### src/rtl/arith_pkg.sv
// ----------------------------------------------------------------------------
// arith_pkg
// Shared definitions for the arithmetic datapath blocks.
//   - FSM state encoding for the bit-serial adder (S_IDLE/S_RUN/S_DONE)
//   - generic valid/ready handshake pair
//   - cnt_width(): bit-counter width for a WIDTH-bit serial operation
// ----------------------------------------------------------------------------
package arith_pkg;

   localparam logic [1:0] S_IDLE = 2'd0;
   localparam logic [1:0] S_RUN  = 2'd1;
   localparam logic [1:0] S_DONE = 2'd2;

   typedef enum logic [1:0] {
      ST_IDLE = S_IDLE,
      ST_RUN  = S_RUN,
      ST_DONE = S_DONE
   } serial_state_t;

   typedef struct packed {
      logic valid;
      logic ready;
   } hs_t;

   // A 1-bit operand still needs a 1-bit counter, so clamp at 1.
   function automatic int cnt_width(input int w);
      return (w <= 2) ? 1 : $clog2(w);
   endfunction

endpackage

### src/rtl/serial_fa_cell.sv
// ----------------------------------------------------------------------------
// serial_fa_cell
// Combinational full adder assembled from two half-add stages plus an OR.
// Ports:
//   i_x, i_y  in   operand bits
//   i_ci      in   carry in
//   o_s       out  sum bit      = x ^ y ^ ci
//   o_co      out  carry out    = (x & y) | ((x ^ y) & ci)
// ----------------------------------------------------------------------------
module serial_fa_cell (
   input  logic i_x,
   input  logic i_y,
   input  logic i_ci,
   output logic o_s,
   output logic o_co
);

   logic w_hs1_s, w_hs1_c;
   logic w_hs2_s, w_hs2_c;

   // first half-add: operand bits
   assign w_hs1_s = i_x ^ i_y;
   assign w_hs1_c = i_x & i_y;

   // second half-add: partial sum with incoming carry
   assign w_hs2_s = w_hs1_s ^ i_ci;
   assign w_hs2_c = w_hs1_s & i_ci;

   assign o_s  = w_hs2_s;
   assign o_co = w_hs1_c | w_hs2_c;

endmodule

### src/rtl/serial_adder.sv
// ----------------------------------------------------------------------------
// serial_adder
// Bit-serial, LSB-first adder: sum = a + b + cin (mod 2^WIDTH), cout = carry
// out of bit WIDTH-1. One result bit per clock, valid/ready on both sides,
// no overlap between operations.
// Ports:
//   clk, rst_n          clock, async active-low reset
//   in_valid/in_ready   operand handshake (a, b, cin)
//   out_valid/out_ready result handshake (sum, cout)
// ----------------------------------------------------------------------------
module serial_adder
   import arith_pkg::*;
#(
   parameter int WIDTH = 8
) (
   input  logic             clk,
   input  logic             rst_n,
   input  logic             in_valid,
   output logic             in_ready,
   input  logic [WIDTH-1:0] a,
   input  logic [WIDTH-1:0] b,
   input  logic             cin,
   output logic             out_valid,
   input  logic             out_ready,
   output logic [WIDTH-1:0] sum,
   output logic             cout
);

   localparam int CNT_W = cnt_width(WIDTH);

   serial_state_t    r_state, w_state_nxt;
   logic [CNT_W-1:0] r_cnt;
   logic [WIDTH-1:0] r_a_sh, r_b_sh, r_sum;
   logic             r_carry, r_cout;

   logic             w_accept, w_last, w_s, w_c;
   logic [WIDTH:0]   w_sum_cat;

   // ---------------- FSM ----------------
   always_ff @(posedge clk or negedge rst_n) begin
      if (!rst_n) r_state <= ST_IDLE;
      else        r_state <= w_state_nxt;
   end

   always_comb begin
      w_state_nxt = r_state;
      case (r_state)
         ST_IDLE: if (in_valid)  w_state_nxt = ST_RUN;
         ST_RUN:  if (w_last)    w_state_nxt = ST_DONE;
         ST_DONE: if (out_ready) w_state_nxt = ST_IDLE;
         default:                w_state_nxt = ST_IDLE;
      endcase
   end

   // handshake outputs are pure functions of the state register
   assign in_ready  = (r_state == ST_IDLE);
   assign out_valid = (r_state == ST_DONE);

   assign w_accept = in_ready && in_valid;
   assign w_last   = (r_state == ST_RUN) && (r_cnt == CNT_W'(WIDTH - 1));

   // ---------------- datapath ----------------
   serial_fa_cell u_fa (
      .i_x  (r_a_sh[0]),
      .i_y  (r_b_sh[0]),
      .i_ci (r_carry),
      .o_s  (w_s),
      .o_co (w_c)
   );

   // new bit enters at the MSB; concatenation keeps WIDTH=1 legal
   assign w_sum_cat = {w_s, r_sum};

   always_ff @(posedge clk or negedge rst_n) begin
      if (!rst_n) begin
         r_cnt   <= '0;
         r_a_sh  <= '0;
         r_b_sh  <= '0;
         r_sum   <= '0;
         r_carry <= 1'b0;
         r_cout  <= 1'b0;
      end else if (w_accept) begin
         r_a_sh  <= a;
         r_b_sh  <= b;
         r_carry <= cin;
         r_cnt   <= '0;
      end else if (r_state == ST_RUN) begin
         r_a_sh  <= r_a_sh >> 1;
         r_b_sh  <= r_b_sh >> 1;
         r_carry <= w_c;
         r_cnt   <= r_cnt + CNT_W'(1);
         r_sum   <= w_sum_cat[WIDTH:1];
         if (w_last) r_cout <= w_c;
      end
   end

   // sum/cout are held outside RUN, so they keep the last result in IDLE
   assign sum  = r_sum;
   assign cout = r_cout;

endmodule

### config.mk
export PLATFORM = sky130hd
export DESIGN_NAME = serial_adder
export DESIGN_NICKNAME = d
export VERILOG_FILES = /design/src/rtl/arith_pkg.sv /design/src/rtl/serial_fa_cell.sv /design/src/rtl/serial_adder.sv
export SDC_FILE = /design/constraint.sdc
export NUM_CORES = 1
export LEC_CHECK = 0
export BUFFER_PORTS_ARGS = -buffer_cell sky130_fd_sc_hd__buf_2
export CAP_MARGIN = 5
export CORE_AREA = 2 2 59 61
export DETAILED_ROUTE_END_ITERATION = 8
export DIE_AREA = 0 0 61 63
export GPL_TIMING_DRIVEN = 0
export PLACE_DENSITY = 0.67
export SLEW_MARGIN = 40
export SYNTH_ARGS = -nofsm -noshare
export SYNTH_HDL_FRONTEND = slang
export SYNTH_SLANG_ARGS = --single-unit
### constraint.sdc
create_clock -name clk -period 1.9 [get_ports clk]
set_input_delay 0.19 -clock clk [delete_from_list [all_inputs] [get_ports clk]]
set_output_delay 0.19 -clock clk [all_outputs]
set_load 0.1 [all_outputs]
==> results of run 1 <==
-- state kept, by name, summed over array words and instances, names as in the netlist --
| name | cells |
|---|---|
| r_carry | 1 |
| sum | 8 |
| r_cnt | 3 |
| r_a_sh | 8 |
| r_state | 2 |
| cout | 1 |
| r_b_sh | 8 |
-- worst paths after layout --
kind | endpoint | slack [ns] | depth (start not counted)
max reg2reg | cout$_DFFE_PN0P_ | 0.58 | 4
max | out_valid | 0.13 | 5
min | r_state[1]$_DFFE_PN0P_ | 0.04 | 2
min reg2reg | sum[0]$_DFFE_PN0P_ | 0.48 | 2
max in group asynchronous | r_a_sh[5]$_DFFE_PN0P_ | 1.01 | 2
min in group asynchronous | r_cnt[0]$_DFFE_PN0P_ | 0.44 | 2
-- area by class of cell --
cell class / count / share of cell area [%]
sequential: 31 / 46.5
multi-input combinational: 92 / 33.3
timing repair buffer: 32 / 10.1
buffer: 9 / 3.68
tap: 46 / 3.45
clock buffer: 6 / 2.48
inverter: 2 / 0.450
-- worst max-delay path, stage by stage, from the launching register on --
cell,delay (ns)
dfrtp_1,0.41
buf_6,0.15
inv_2,0.11
buf_2,0.26
nor2_2,0.05
clkbuf_4,0.27
-- power groups by stage --
stage               Sequential [mW]  Clock, mW  Combinational [mW]
finish                         1.17      0.330                1.80
floorplan                      1.76          0               0.877
global route                   1.21      0.371                1.97
detailed placement             1.18          0                1.81
CTS                            1.17      0.344                1.82
global placement               1.17          0                1.76
-- cell usage in the layout (no fill, tap or decap), drive strengths merged --
cell type / n
dfrtp: 31
nand2b: 4
or2: 1
dlygate4sd3: 1
nor2b: 2
o22ai: 22
a2bb2oi: 4
o221a: 2
buf: 38
nand3b: 2
fa: 1
clkbuf: 8
o21ai: 6
mux2: 1
nor2: 4
nand2: 28
ha: 2
inv: 2
a22o: 2
a21oi: 10
o31ai: 1
-- what timing repair did --
item | 4_1_cts | 5_1_grt
endpoints found under the setup margin | 0 | 1
resized for setup | 0 | 1
hold buffers | 1 | 0
endpoints found under the hold margin | 31 | 0
-- per-layer routing --
metal / global-route usage, % / up-vias / routed length, µm
li1: - / 556 / -
met1: 22.9 / 555 / 1350
met3: 6.21 / 7 / 152
met2: 24.9 / 34 / 1390
met5: 0 / - / 0
met4: 7.88 / 0 / 41
-- metrics by stage --
step           instance area [µm²]  setup slack, ns  std cells  hold slack (ns)  utilization, %
4_1_cts                       1660           0.0188        218           0.0338            51.5
6_report                      1670            0.131        218           0.0434            51.6
3_3_place_gp                  1610            0.427        211            0.256            49.9
5_1_grt                       1670           0.0190        218           0.0245            51.6
3_5_place_dp                  1610            0.403        211            0.265            49.9
2_1_floorplan                 1400            0.132        134           -0.106               -
-- cell families (layout without fill, tap and decap cells) --
logic type | after synthesis | in the layout | share of synthesized area, %
AO/OA/AOI/OAI | 47 | 47 | 21.5
adder cells (fa/ha/maj) | 3 | 3 | 3.23
buffers and inverters | 11 | 49 | 4.93
flip-flops | 31 | 31 | 55.6
multiplexers | 1 | 1 | 0.807
AND/OR/NAND/NOR | 41 | 41 | 13.9
==> flow_metrics.tcl, run 1 <==
set metrics [dict create \
    status "completed" \
    crit_start "r_state[1]$_DFFE_PN0P_" \
    crit_path_end_kind "output pin" \
    gp_congestion 0.749 \
    clockBufferDepth 2 \
    syn_nets 158 \
    min_from "out_ready" \
    ys_async_sr_fraction_pct 100 \
    cts_sinks 31 \
    grt_pass1_vias 1095 \
    fin_total_pwr_mw 3.30 \
    ant_nets 0 \
    avgSynthCellArea_um2 10.4 \
    synth_area_leaders "dfrtp_1 (56%), o22ai_1 (9.9%), nand2_1 (7.5%)" \
    power.leakage_nw 0.788 \
    yosys.area.top_type "dfrtp_1" \
    dieArea_um2 3840 \
    grt_pass1_wl_um 4890 \
    slew_headroom_pct 54.2 \
    arrival_ns 1.58 \
    hold_class "primary input to flip-flop" \
    netSwitchingFraction_pct 50.9 \
    clkTransAtPathRegs_ns 0.08 \
    p_clk_share_pct 10.0 \
    initial_utilization_pct 43.2 \
    synth.distinct_cells 27 \
    antenna_found_initial 0 \
    setup_viol 0 \
    start_kind "flip-flop" \
    synth-seq-cells 31 \
    first_iter_violations 71 \
    cts_tree "done" \
    nets 197 \
    multi_input_comb_area_um2 556 \
    timing.fmax_mhz 565 \
    dr.pass1.iters 4 \
    routed_wl_um 2930 \
    crit_type "flip-flop to output pin" \
    reg2reg_from "r_cnt[0]$_DFFE_PN0P_" \
    synth-edff-count 0 \
    cp_max_fo 10 \
    grt_start_max_net_pins 32 \
    final_min_period_over_clock_period_pct 93.1 \
    yosys_warnings 0 \
    seq_area_frac_synth_pct 55.6 \
    period_minus_slack_ns 1.77 \
    layout-area-overhead-vs-synth_pct 19.5 \
    ioPinCount 32 \
    fillers 320 \
    grt_overflow 0 \
    die_h_um 63 \
    cts-root-buf "clkbuf_4" \
    power_density_nw_per_um2 1980 \
    finalMaxSlewViolations 0 \
    floorplan.rows 21 \
    netlist_instances 134 \
    core_um2 3230 \
    dp_hpwl_um 2090 \
    skew_ns 0.00823 \
    seq_area_um2 776 \
    fin_setup_tns_ns 0 \
    worst_ir_drop_vdd_uv 911 \
    synth_most_common_cell "dfrtp_1" \
    drc_errors 0 \
    power_frac_comb_pct 54.5 \
    port_buffers 31 \
    worst_slew_pin_slew_ns 0.687 \
    power_frac_seq_pct 35.5 \
    synth_common_cells "dfrtp_1 (31), nand2_1 (28), o22ai_1 (22)" \
    drive_gt1_share_pct 31.4 \
    cts_setup_buffers 0 \
    rsz0062_at_grt "false" \
    critical_path_required_ns 1.71 \
    cts_made_buffers 5 \
    n_antenna_cell 0 \
    yosys.area.top_type_share_pct 55.6 \
    clock_latency_ns 0.33 \
    via_count 1152 \
    routed_via_density 5.28 \
    track_usage_pct 17.3 \
    synth_top_flop_cell "dfrtp_1" \
    maxCapViolCount 0 \
    p_sw_mw 1.68 \
    syn_area_um2 1400 \
    routedWlPerCell_um 13.4 \
    cts_max_level 2 \
    p_int_mw 1.62 \
    hold_viol 0 \
    die_w_um 61 \
]
Note: power is estimated with default switching activity, not from simulation.
==> inputs of run 2 (changes only) <==
- clock period: 1.9 -> 2.1 ns (I/O delays scaled with it)
==> run 2 against run 1 <==
Core utilization down 0.077 points. Combinational power decreased by 9%. Hold slack improved by 0.020 ns. Sequential power down 9%. Worst setup slack gained 0.093 ns. Total power shrank 9.5%. Clock skew barely moved. Clock power shrank 9.7%. Routed wire length up 0.27%.
==> flow_metrics.tcl, run 2 (synthesis gave the netlist of run 1 again) <==
set metrics [dict create \
    grt_pass1_vias 1095 \
    floorplan.rows 21 \
    cts_max_level 2 \
    routedWlPerCell_um 13.5 \
    finalMaxSlewViolations 0 \
    first_iter_violations 71 \
    skew_ns 0.00822 \
    routed_wl_um 2940 \
    initial_utilization_pct 43.2 \
    clock_latency_ns 0.33 \
    dieArea_um2 3840 \
    min_to "r_state[1]$_DFFE_PN0P_" \
    cts_setup_buffers 0 \
    final_core_util_pct 51.5 \
    ioPinCount 32 \
    period_minus_slack_ns 1.88 \
    timing.fmax_mhz 533 \
    setup_ws_ns 0.224 \
    fin_setup_tns_ns 0 \
    stdcell_area_um2 1660 \
    reg2reg_to "cout$_DFFE_PN0P_" \
    n_antenna_cell 0 \
    reg2reg_from "r_cnt[0]$_DFFE_PN0P_" \
    place_area_um2 1610 \
    grt_start_max_net_pins 32 \
    cts_tree "done" \
    cts-root-buf "clkbuf_4" \
    worst_slew_pin_slew_ns 0.687 \
    nets 197 \
    dp_hpwl_um 2090 \
    ctsHoldBuffers 1 \
    final_cell_mix "buf_2 (35), dfrtp_1 (31), nand2_1 (28), o22ai_1 (22), a21oi_1 (10)" \
    drc_errors 0 \
    grt_pass1_wl_um 4890 \
    cts_resized 0 \
    drive_gt1_share_pct 31.4 \
    layout.cells.non_filler 218 \
    port_buffers 31 \
    slew_headroom_pct 54.2 \
    dp.cells 211 \
    setup_viol 0 \
    crit_type "flip-flop to output pin" \
    timing.hold.ws_ns 0.0639 \
    ant_nets 0 \
    maxCapViolCount 0 \
    dr.pass1.iters 4 \
    via_count 1156 \
    final_common_cell "buf_2" \
    fin_total_pwr_mw 2.99 \
    crit_path_end_kind "output pin" \
    core_um2 3230 \
    antenna_found_initial 0 \
    gp_congestion 0.749 \
    min_path_cells 2 \
    clkTransAtPathRegs_ns 0.08 \
    die_h_um 63 \
    power.leakage_nw 0.789 \
    layout-area-overhead-vs-synth_pct 19.3 \
    ff2ff_path_depth 4 \
    rrSetupSlack_ns 0.78 \
    critical_path_required_ns 1.89 \
    routed_via_density 5.30 \
    grt_overflow 0 \
    power_density_nw_per_um2 1790 \
    track_usage_pct 17.3 \
    cp_max_fo 10 \
    hold_viol 0 \
    place_ws_ns 0.583 \
    die_w_um 61 \
    status "completed" \
    cts_sinks 31 \
    rsz0062_at_grt "false" \
    hold_class "primary input to flip-flop" \
    clockBufferDepth 2 \
    min_from "out_ready" \
    start_kind "flip-flop" \
    final_min_period_over_clock_period_pct 89.3 \
    cts_made_buffers 5 \
    arrival_ns 1.67 \
    worst_ir_drop_vdd_uv 825 \
]
## run 2: cell types whose count changed in the layout (fill, tap and decap cells not counted)
cell	change
buf_2	+1
clkbuf_4	-1
## run 2: layout make-up
type / instances / area [µm²]
clock buffer: 6 / 41.3
timing repair buffer: 32 / 165
multi-input combinational: 92 / 556
sequential: 31 / 776
fill: 319 / 1570
tap: 46 / 57.6
inverter: 2 / 7.51
buffer: 9 / 61.3
## run 2: per-layer routing
layer	global-route usage, %	share of wire (%)	routed length [µm]
met1	22.9	46	1350
met2	24.9	47	1380
met3	6.21	5.3	155
met4	7.88	1.4	41
met5	0	0	0
## run 2: how the worst max path moves through the flow
stage | startpoint | to | slack [ns] | depth (start not counted)
6_report | r_state[1]$_DFFE_PN0P_ | out_valid | 0.22 | 5
5_1_grt | r_state[1]$_DFFE_PN0P_ | out_valid | 0.11 | 5
2_1_floorplan | r_state[0]$_DFFE_PN0P_ | r_a_sh[6]$_DFFE_PN0P_ | 0.33 | 4
4_1_cts | r_state[1]$_DFFE_PN0P_ | out_valid | 0.20 | 5
3_3_place_gp | r_state[1]$_DFFE_PN0P_ | out_valid | 0.61 | 5
3_5_place_dp | r_state[1]$_DFFE_PN0P_ | out_valid | 0.58 | 5
## run 2: critical path, stage by stage, from the launching register on
cell and delay, ns:
dfrtp_1 0.38, buf_6 0.16, inv_2 0.08, buf_2 0.20, nor2_2 0.09, buf_2 0.42
## run 2: report_power, final
group	switching (mW)	internal [mW]	leakage [nW]
sequential	0.187	0.873	0.370
clock	0.179	0.119	0.0242
combinational	1.15	0.474	0.395
total	1.52	1.47	0.789
==> inputs of run 3 (changes only) <==
- CELL_PAD_IN_SITES_DETAIL_PLACEMENT: not set -> 1
- CELL_PAD_IN_SITES_GLOBAL_PLACEMENT: not set -> 2
- CORE_AREA: 2 2 59 61 -> 2 2 67 69
- DIE_AREA: 0 0 61 63 -> 0 0 69 71
- PLACE_DENSITY: 0.67 -> not set
- PLACE_DENSITY_LB_ADDON: not set -> 0.1
==> run 3 against run 2 <==
Clock power up 51%. Global-route usage fell by 1.2 points. Die area rose by 27%.
==> flow_metrics.tcl, run 3 (synthesis gave the netlist of run 1 again) <==
set metrics [dict create \
    drc_errors 0 \
    die_w_um 69 \
    floorplan.rows 24 \
    die_h_um 71 \
    worst_ir_drop_vdd_uv 709 \
    clockBufferDepth 2 \
    timing.fmax_mhz 541 \
    cp_max_fo 10 \
    grt_start_max_net_pins 32 \
    cts-root-buf "clkbuf_8" \
    grt_pass1_wl_um 6160 \
    clock_latency_ns 0.28 \
    track_usage_pct 16.1 \
    start_kind "flip-flop" \
    cts_made_buffers 5 \
    routed_wl_um 3620 \
    slew_headroom_pct 52.7 \
    hold_class "primary input to flip-flop" \
    critical_path_required_ns 1.89 \
    stdcell_area_um2 1710 \
    maxCapViolCount 0 \
    core_um2 4200 \
    grt_pass1_vias 1313 \
    final_cell_mix "buf_2 (35), dfrtp_1 (31), nand2_1 (28), o22ai_1 (22), a21oi_1 (10)" \
    cpLargestDelayFamily "buffers and inverters" \
    cp_common_cell "buf_2" \
    cts_setup_buffers 0 \
    finalMaxSlewViolations 0 \
    dp.cells 217 \
    grt_overflow 0 \
    dr.pass1.iters 4 \
    routed_via_density 5.11 \
    crit_buf_inv 4 \
    hold_viol 0 \
    slowest_delay_ns 0.42 \
    drive_gt1_share_pct 32.8 \
    antenna_found_initial 0 \
    dp_hpwl_um 2540 \
    arrival_ns 1.64 \
    cpMaxStageDelayCell "buf_2" \
    dieArea_um2 4900 \
    first_iter_violations 38 \
    clkTransAtPathRegs_ns 0.07 \
    via_count 1155 \
    place_area_um2 1620 \
    initial_utilization_pct 33.2 \
    rsz0062_at_grt "false" \
    skew_ns 0.00322 \
    status "completed" \
    worst_slew_pin_slew_ns 0.709 \
    routedWlPerCell_um 16.0 \
    period_minus_slack_ns 1.85 \
    layout.cells.non_filler 226 \
    gp_congestion 0.720 \
    fin_setup_tns_ns 0 \
    crit_path_end_kind "output pin" \
    ant_nets 0 \
    nets 197 \
    cp_cell_sequence "buf_6 -> inv_2 -> buf_2 -> nor2_2 -> buf_2" \
    ioPinCount 32 \
    cts_max_level 2 \
    power.leakage_nw 0.812 \
    crit_type "flip-flop to output pin" \
    layout-area-overhead-vs-synth_pct 22.9 \
    final_min_period_over_clock_period_pct 88.1 \
    timing.hold.ws_ns 0.113 \
    setup_viol 0 \
    cts_sinks 31 \
    n_antenna_cell 0 \
    final_common_cell "buf_2" \
    cts_tree "done" \
    port_buffers 31 \
    power_density_nw_per_um2 1860 \
]
==> run 3: cell count changes in the layout (fill, tap and decap cells not counted), sizes merged <==
cell    before  now
clkinv       0    3
clkbuf       7    6
==> run 3: final cells by class <==
type / instances / area, µm²
sequential: 31 / 776
multi-input combinational: 92 / 556
buffer: 9 / 61.3
clock inverter: 3 / 15.0
inverter: 2 / 7.51
clock buffer: 5 / 68.8
fill: 504 / 2490
tap: 52 / 65.1
timing repair buffer: 32 / 165
==> run 3: final timing paths <==
kind | from | to | slack [ns] | cells after the start
worst min-delay path | out_ready | r_state[1]$_DFFE_PN0P_ | 0.11 | 2
min in group asynchronous | rst_n | sum[0]$_DFFE_PN0P_ | 0.52 | 2
worst max register to register | r_cnt[0]$_DFFE_PN0P_ | cout$_DFFE_PN0P_ | 0.78 | 4
worst min register to register | sum[0]$_DFFE_PN0P_ | sum[0]$_DFFE_PN0P_ | 0.49 | 2
worst max-delay path | r_state[1]$_DFFE_PN0P_ | out_valid | 0.25 | 5
max in group asynchronous | rst_n | sum[6]$_DFFE_PN0P_ | 1.13 | 2
==> run 3: stage by stage <==
step                      utilization [%]  setup WS [ns]  power, mW
after floorplan                         -          0.332       2.39
after global placement               38.5          0.586       2.68
after detailed placement             38.5          0.579       2.76
after CTS                            40.8          0.251       3.22
after global routing                 40.8          0.166       3.41
final                                40.8          0.251       3.18
==> run 3: where the power goes <==
part	internal (mW)	switching [mW]	leakage, nW
registers	0.874	0.195	0.370
clock network	0.226	0.224	0.0477
logic	0.476	1.19	0.395
==> run 3: repair_timing <==
item / CTS / global route
resized for setup: 0 / 0
hold endpoints to repair: 20 / 0
hold buffers: 1 / 0
==> run 3: per-layer routing <==
layer,global-route usage (%),part of all wire (%),vias to the layer above
met5,0,0,-
met4,7.19,1.4,0
met3,4.13,4.9,5
met2,28.3,50,27
met1,18.4,44,564
li1,-,-,559
